--- config.mk ---
export PLATFORM = sky130hd
export DESIGN_NAME = ws2812_bit_encoder
export DESIGN_NICKNAME = d
export VERILOG_FILES = /design/src/rtl/ws2812_pkg.sv /design/src/rtl/ws2812_fifo.sv /design/src/rtl/ws2812_bit_encoder.sv
export SDC_FILE = /design/constraint.sdc
export NUM_CORES = 1
export LEC_CHECK = 0
export ABC_AREA = 0
export CAP_MARGIN = 20
export CORE_MARGIN = 2
export CORE_UTILIZATION = 47
export DETAILED_ROUTE_END_ITERATION = 10
export HOLD_SLACK_MARGIN = 0.05
export PLACE_DENSITY = 0.6
export SYNTH_ARGS = -nofsm -noshare
export SYNTH_HDL_FRONTEND = slang
export SYNTH_SLANG_ARGS = --single-unit
--- constraint.sdc ---
create_clock -name clk_sb -period 10.2 [get_ports clk_sb]
set_clock_uncertainty 0.15 [all_clocks]
set_input_delay 2.55 -clock clk_sb [delete_from_list [all_inputs] [get_ports clk_sb]]
set_output_delay 2.55 -clock clk_sb [all_outputs]
set_load 0.005 [all_outputs]
--- src/rtl/ws2812_pkg.sv ---
// Shared types and default timing for the WS2812 bit encoder.
// Holds the encoder state enum, the pixel word type, the default cycle
// counts at a 50 MHz bus clock, and the RGB-to-GRB reorder helper used when
// WS2812_RGB_SWAP_EN is defined.
package ws2812_pkg;

    localparam int unsigned PIX_W          = 24;
    localparam int unsigned T0H_CYC_DEF    = 20;    // 400 ns
    localparam int unsigned T1H_CYC_DEF    = 40;    // 800 ns
    localparam int unsigned BIT_CYC_DEF    = 62;    // 1.24 us
    localparam int unsigned RESET_CYC_DEF  = 2500;  // 50 us latch
    localparam int unsigned FIFO_DEPTH_DEF = 16;

    typedef logic [PIX_W-1:0] pixel_t;

    typedef enum logic [2:0] {
        IDLE  = 3'd0,
        LOAD  = 3'd1,
        HIGH  = 3'd2,
        LOW   = 3'd3,
        LATCH = 3'd4
    } ws2812_state_e;

    // {R,G,B} in, {G,R,B} out: the strip expects green first.
    function automatic pixel_t rgb_to_grb(input pixel_t rgb);
        return {rgb[15:8], rgb[23:16], rgb[7:0]};
    endfunction

endpackage

--- src/rtl/ws2812_fifo.sv ---
// Synchronous FIFO buffering pixel words between the SPI receive strobe and
// the bit serialiser. Depth must be a power of two so the pointers wrap
// naturally. Full/empty are registered flags derived from the next occupancy.
module ws2812_fifo #(
    parameter int unsigned DEPTH = 16,
    parameter int unsigned WIDTH = 24
) (
    input  logic             i_clk,
    input  logic             i_rst,
    input  logic             i_push,
    input  logic [WIDTH-1:0] i_data,
    input  logic             i_pop,
    output logic [WIDTH-1:0] o_data,
    output logic             o_full,
    output logic             o_empty
);

    localparam int AW = $clog2(DEPTH);
    localparam logic [AW:0] FULL_CNT = (AW+1)'(DEPTH);

    logic [WIDTH-1:0] r_mem [DEPTH];
    logic [AW-1:0]    r_wr_ptr;
    logic [AW-1:0]    r_rd_ptr;
    logic [AW:0]      r_count;
    logic [AW:0]      w_count_nxt;
    logic             r_full;
    logic             r_empty;
    logic             w_do_push;
    logic             w_do_pop;

    // A push while full is only legal when a pop frees the slot this cycle.
    assign w_do_pop  = i_pop && !r_empty;
    assign w_do_push = i_push && (!r_full || w_do_pop);

    // Next occupancy from the push/pop combination.
    always_comb begin
        w_count_nxt = r_count;
        case ({w_do_push, w_do_pop})
            2'b10:   w_count_nxt = r_count + (AW+1)'(1);
            2'b01:   w_count_nxt = r_count - (AW+1)'(1);
            default: w_count_nxt = r_count;
        endcase
    end

    // Storage array; contents are don't-care until written, so no reset.
    always_ff @(posedge i_clk) begin
        if (w_do_push) begin
            r_mem[r_wr_ptr] <= i_data;
        end
    end

    // Pointers, occupancy and registered status flags.
    always_ff @(posedge i_clk or posedge i_rst) begin
        if (i_rst) begin
            r_wr_ptr <= '0;
            r_rd_ptr <= '0;
            r_count  <= '0;
            r_full   <= 1'b0;
            r_empty  <= 1'b1;
        end else begin
            if (w_do_push) begin
                r_wr_ptr <= r_wr_ptr + AW'(1);
            end
            if (w_do_pop) begin
                r_rd_ptr <= r_rd_ptr + AW'(1);
            end
            r_count <= w_count_nxt;
            r_full  <= (w_count_nxt == FULL_CNT);
            r_empty <= (w_count_nxt == '0);
        end
    end

    assign o_data  = r_mem[r_rd_ptr];
    assign o_full  = r_full;
    assign o_empty = r_empty;

endmodule

--- src/rtl/ws2812_bit_encoder.sv ---
// WS2812 one-wire bit encoder.
// Buffers 24-bit pixel words and serialises them MSB-first with cycle-exact
// high/low timing, then holds the line low for the latch interval and pulses
// frame_done. Optional feature macro: WS2812_RGB_SWAP_EN reorders incoming
// {R,G,B} words to {G,R,B} at FIFO write; undefined, words pass unchanged.
//
// Input handshake: pix_wr is a single-cycle strobe with no ready/back-pressure.
// A strobe is accepted when the FIFO is not full or a pop happens in the same
// cycle; otherwise the word is dropped and overflow sticks high until rst.
module ws2812_bit_encoder
    import ws2812_pkg::*;
#(
    parameter int unsigned T0H_CYC    = T0H_CYC_DEF,
    parameter int unsigned T1H_CYC    = T1H_CYC_DEF,
    parameter int unsigned BIT_CYC    = BIT_CYC_DEF,
    parameter int unsigned RESET_CYC  = RESET_CYC_DEF,
    parameter int unsigned FIFO_DEPTH = FIFO_DEPTH_DEF
) (
    input  logic              clk_sb,
    input  logic              rst,
    input  logic              pix_wr,
    input  logic [PIX_W-1:0]  pix_data,
    output logic              fifo_full,
    output logic              overflow,
    output logic              busy,
    output logic              frame_done,
    output logic              dout,
    output ws2812_state_e     dbg_state
);

    localparam int PH_W = $clog2(BIT_CYC);
    localparam int BI_W = $clog2(PIX_W);
    localparam int LA_W = (RESET_CYC > 1) ? $clog2(RESET_CYC) : 1;

    localparam logic [PH_W-1:0] PH_LAST  = PH_W'(BIT_CYC - 1);
    localparam logic [PH_W-1:0] T1H_LAST = PH_W'(T1H_CYC - 1);
    localparam logic [PH_W-1:0] T0H_LAST = PH_W'(T0H_CYC - 1);
    localparam logic [BI_W-1:0] BI_TOP   = BI_W'(PIX_W - 1);
    localparam logic [LA_W-1:0] LA_LAST  = LA_W'(RESET_CYC - 1);

    ws2812_state_e   r_state;
    ws2812_state_e   w_state_nxt;
    logic [PH_W-1:0] r_phase;
    logic [PH_W-1:0] w_phase_nxt;
    logic [BI_W-1:0] r_bit_idx;
    logic [BI_W-1:0] w_bit_idx_nxt;
    pixel_t          r_shift;
    pixel_t          w_shift_nxt;
    logic [LA_W-1:0] r_latch_cnt;
    logic [LA_W-1:0] w_latch_nxt;
    logic            r_dout;
    logic            r_overflow;

    pixel_t          w_wr_data;
    pixel_t          w_fifo_head;
    logic            w_fifo_full;
    logic            w_fifo_empty;
    logic            w_push;
    logic            w_pop;

`ifdef WS2812_RGB_SWAP_EN
    assign w_wr_data = rgb_to_grb(pix_data);
`else
    assign w_wr_data = pix_data;
`endif

    assign w_push = pix_wr && (!w_fifo_full || w_pop);

    ws2812_fifo #(
        .DEPTH (FIFO_DEPTH),
        .WIDTH (PIX_W)
    ) u_fifo (
        .i_clk   (clk_sb),
        .i_rst   (rst),
        .i_push  (w_push),
        .i_data  (w_wr_data),
        .i_pop   (w_pop),
        .o_data  (w_fifo_head),
        .o_full  (w_fifo_full),
        .o_empty (w_fifo_empty)
    );

    // Next-state, counters and pop decision for the serialiser.
    // The phase counter restarts at 0 on every bit so HIGH+LOW always sums
    // to BIT_CYC, including the direct LOW->HIGH hop between words.
    always_comb begin
        w_state_nxt   = r_state;
        w_phase_nxt   = r_phase;
        w_bit_idx_nxt = r_bit_idx;
        w_shift_nxt   = r_shift;
        w_latch_nxt   = r_latch_cnt;
        w_pop         = 1'b0;
        unique case (r_state)
            IDLE: begin
                // A strobe in IDLE is always accepted, so LOAD will find data.
                if (!w_fifo_empty || pix_wr) begin
                    w_state_nxt = LOAD;
                end
            end
            LOAD: begin
                w_pop         = 1'b1;
                w_shift_nxt   = w_fifo_head;
                w_bit_idx_nxt = BI_TOP;
                w_phase_nxt   = '0;
                w_state_nxt   = HIGH;
            end
            HIGH: begin
                w_phase_nxt = r_phase + PH_W'(1);
                if (r_phase == (r_shift[PIX_W-1] ? T1H_LAST : T0H_LAST)) begin
                    w_state_nxt = LOW;
                end
            end
            LOW: begin
                if (r_phase == PH_LAST) begin
                    w_phase_nxt = '0;
                    if (r_bit_idx != '0) begin
                        w_bit_idx_nxt = r_bit_idx - BI_W'(1);
                        w_shift_nxt   = {r_shift[PIX_W-2:0], 1'b0};
                        w_state_nxt   = HIGH;
                    end else if (!w_fifo_empty) begin
                        // Pop in the last LOW cycle so the next word has no gap.
                        w_pop         = 1'b1;
                        w_shift_nxt   = w_fifo_head;
                        w_bit_idx_nxt = BI_TOP;
                        w_state_nxt   = HIGH;
                    end else begin
                        w_latch_nxt = '0;
                        w_state_nxt = LATCH;
                    end
                end else begin
                    w_phase_nxt = r_phase + PH_W'(1);
                end
            end
            LATCH: begin
                if (r_latch_cnt == LA_LAST) begin
                    w_latch_nxt = '0;
                    w_state_nxt = IDLE;
                end else begin
                    w_latch_nxt = r_latch_cnt + LA_W'(1);
                end
            end
            default: begin
                w_state_nxt = IDLE;
            end
        endcase
    end

    // State, counters and the registered data line; rst drops dout at once.
    always_ff @(posedge clk_sb or posedge rst) begin
        if (rst) begin
            r_state     <= IDLE;
            r_phase     <= '0;
            r_bit_idx   <= '0;
            r_shift     <= '0;
            r_latch_cnt <= '0;
            r_dout      <= 1'b0;
        end else begin
            r_state     <= w_state_nxt;
            r_phase     <= w_phase_nxt;
            r_bit_idx   <= w_bit_idx_nxt;
            r_shift     <= w_shift_nxt;
            r_latch_cnt <= w_latch_nxt;
            r_dout      <= (w_state_nxt == HIGH);
        end
    end

    // Sticky record of a strobe that found the FIFO full with no pop.
    always_ff @(posedge clk_sb or posedge rst) begin
        if (rst) begin
            r_overflow <= 1'b0;
        end else if (pix_wr && w_fifo_full && !w_pop) begin
            r_overflow <= 1'b1;
        end
    end

    assign dout       = r_dout;
    assign busy       = (r_state != IDLE);
    assign frame_done = (r_state == LATCH) && (r_latch_cnt == LA_LAST);
    assign fifo_full  = w_fifo_full;
    assign overflow   = r_overflow;
    assign dbg_state  = r_state;

endmodule

==> results_dict.tcl <==
set metrics [dict create \
    clkLatencyLatePin_ns 0.56 \
    ys.warnings.count 0 \
    vias_per_cell 5.697 \
    fin_crit_sh 0.4957 \
    end_kind "primary output" \
    ys_types 55 \
    synth_edf_count 384 \
    crit_type "reg -> out" \
    path_depth 3 \
    finalPower_mw 4.299 \
    post_cts_buffers 0 \
    portBuffers 34 \
    worst_slew_pin_slew_ns 1.042 \
    grtUsageTotal 0.1876 \
    fp-row-count 71 \
    totalWireLength_um 35640 \
    status "complete, no violations" \
    cp-start-kind "flop" \
    cts-root-buf "clkbuf_16" \
    clock-sinks 451 \
    layout_setup_ws_ns 5.144 \
    ios 35 \
    hold_path_depth 1 \
    critPathBufInv 1 \
    dp_hpwl_um 20050 \
    grt_pass1_vias 9042 \
    fillers 2933 \
    max_slew_margin 0.3026 \
    netlist.area_leader.share 0.6417 \
    route.detailed.drc 0 \
    ant_nets 0 \
    synthCells 939 \
    reg2reg_depth 9 \
    htree_levels 2 \
    synthArstFlopShare 0.1486 \
    rsz0062_at_grt "no" \
    grt_pass1_wl_um 55370 \
    multiInputGateArea_mm2 0.004593 \
    synthTopCellsByArea "edfxtp_1, mux4_2, dfrtp_1, mux2_2, o22ai_1" \
    fp.dieW_um 199.5 \
    fin_setup_tns_ns 0 \
    peakVddDrop_uv 136.9 \
    seq_area_frac_synth 0.7351 \
    core_mm2 0.03767 \
    die_y_um 199.5 \
    fmax_mhz 197.8 \
    synth_nets 979 \
    cp_slowest_stage_delay_ns 0.59 \
    drv_slew 0 \
    slowest_stage "or4_1" \
    cts_tree "built" \
    fin_crit_ns 5.056 \
    cp.required_ns 7.50 \
    holdWs_ns 0.3142 \
    wl_per_cell_um 22.89 \
    layout.nets 1048 \
    ff_latch_area_mm2 0.01322 \
    final_layout_size_suffix_gt1_frac 0.2651 \
    avgSynthCellArea_um2 19.14 \
    finalSetupViolations 0 \
    cts_buffer_depth 3 \
    yosysMostFrequentCell "edfxtp_1" \
    antenna_found_initial 0 \
    place_ws_ns 4.713 \
    vias 8870 \
    crit_fanout 6 \
    grt_max_degree 68 \
    yosys.area.top_type "edfxtp_1" \
    cts.repair.resized 0 \
    drt-pass1-iter-count 5 \
    numCtsBuffers 46 \
    syn2layout_area_growth_pct 14.86 \
    ctsHoldBuffers 0 \
    start_util 0.4770 \
    cts.clk_slew.worst_paths_ns 0.06 \
    netlist_area_mm2 0.01797 \
    stdcell_count 1557 \
    hold_viol_final 0 \
    maxCapViolCount 0 \
    min_path_type "reg -> reg" \
    power_density_mw_per_mm2 208.3 \
    design_area_mm2 0.02064 \
    die-area_mm2 0.03981 \
    synthTopCellsByCount "edfxtp_1, mux4_2, dfrtp_1, mux2_2, o22ai_1" \
    final_core_util 0.5479 \
    grt_overflow 0 \
    routabilityCongestion 0.7382 \
    dp_cells 1471 \
    synthFlopType "edfxtp_1" \
    yosys_register_bits 451 \
    critPathTopFamily "simple AND/OR/NAND/NOR gates" \
    worstPathCellList "or4_1 -> nor4_1 -> clkdlybuf4s50_1" \
    p_leak_nw 6.694 \
    cp.arrival_ns 2.36 \
    place_area_mm2 0.01909 \
    drtIter0Drc 717 \
]
-- flip-flops by register name (all words and copies together) (netlist names) --
register	cells
dbg_state	3
dout	1
u_fifo.r_wr_ptr	4
r_shift	24
overflow	1
r_bit_idx	5
u_fifo.r_count	5
u_fifo.o_full	1
u_fifo.r_rd_ptr	4
r_phase	6
r_latch_cnt	12
u_fifo.o_empty	1
u_fifo.r_mem	384
-- worst paths after layout --
kind | from | slack (ns) | endpoint
setup / recovery | r_latch_cnt[3]$_DFFE_PP0P_ | 5.14 | frame_done
hold / removal | overflow$_DFFE_PP0P_ | 0.31 | overflow$_DFFE_PP0P_
setup reg to reg | r_bit_idx[0]$_DFFE_PP0P_ | 6.43 | u_fifo.r_mem[4][12]$_DFFE_PP_
hold reg to reg | overflow$_DFFE_PP0P_ | 0.31 | overflow$_DFFE_PP0P_
max in group asynchronous | rst | 6.70 | u_fifo.r_rd_ptr[0]$_DFFE_PP0P_
min in group asynchronous | rst | 2.47 | u_fifo.r_count[3]$_DFF_PP0_
-- layout make-up --
type,instances,share of cell area
multi-input cells,428,0.2226
diodes,1,0.0001212
clock buffers,59,0.06062
inverters,15,0.002728
flip-flops and latches,451,0.6406
well taps,511,0.03098
clock inverters,26,0.01431
repair buffers,66,0.02813
-- power by group --
group	total (mW)	leakage [nW]	switching [mW]	internal, mW
clock	1.71	0.751	0.691	1.02
sequential	2.25	4.28	0.0711	2.18
combinational	0.334	1.67	0.208	0.126
total	4.30	6.69	0.970	3.33
-- per-layer routing --
layer / vias up / part of all wire / GRT usage / wire, um
li1: 3970 / - / - / -
met1: 4651 / 0.46 / 0.2682 / 16320
met2: 191 / 0.48 / 0.3007 / 16980
met3: 58 / 0.045 / 0.03156 / 1596
met4: 0 / 0.021 / 0.05185 / 742
met5: - / 0 / 0 / 0
-- cell families (layout without fill, tap and decap cells) --
kind of cell,count (synthesis),after routing,synth area share
adders and majority gates,13,13,0.009053
muxes,149,149,0.1533
xor gates and xnor gates,15,15,0.007312
DFF,451,451,0.7351
other,0,1,0
AOI/OAI and AO/OA,108,108,0.03872
buffers and inverters,60,166,0.01427
and+or+nand+nor,143,143,0.04220
-- placed cells by master, fill, tap and decap left out, types with 3 or more instances in the layout --
cell | netlist | final
nand3_1 | 17 | 17
ha_1 | 13 | 13
xor2_1 | 6 | 6
clkbuf_16 | 0 | 47
nand2_1 | 23 | 23
o31ai_1 | 9 | 8
a31oi_1 | 5 | 5
clkbuf_1 | 16 | 9
dfrtp_1 | 66 | 63
and3_1 | 3 | 3
clkinv_2 | 0 | 5
dfrtp_4 | 0 | 3
nor3b_1 | 6 | 3
mux4_2 | 96 | 96
buf_4 | 1 | 32
bufinv_16 | 0 | 6
xnor2_1 | 9 | 9
edfxtp_1 | 384 | 384
inv_1 | 15 | 14
a21oi_1 | 6 | 6
nand2b_1 | 5 | 5
o21ai_0 | 27 | 27
clkdlybuf4s50_1 | 0 | 34
clkinv_1 | 0 | 10
clkbuf_8 | 0 | 3
mux2_2 | 50 | 50
nor4b_2 | 0 | 3
nor2_1 | 46 | 46
mux2i_1 | 3 | 3
nor3b_2 | 0 | 3
nor3_2 | 1 | 10
o211ai_1 | 3 | 3
o22ai_1 | 47 | 47
nor3_1 | 13 | 4
nor2b_1 | 5 | 5
No activity file was read; power rests on OpenSTA's default activity.
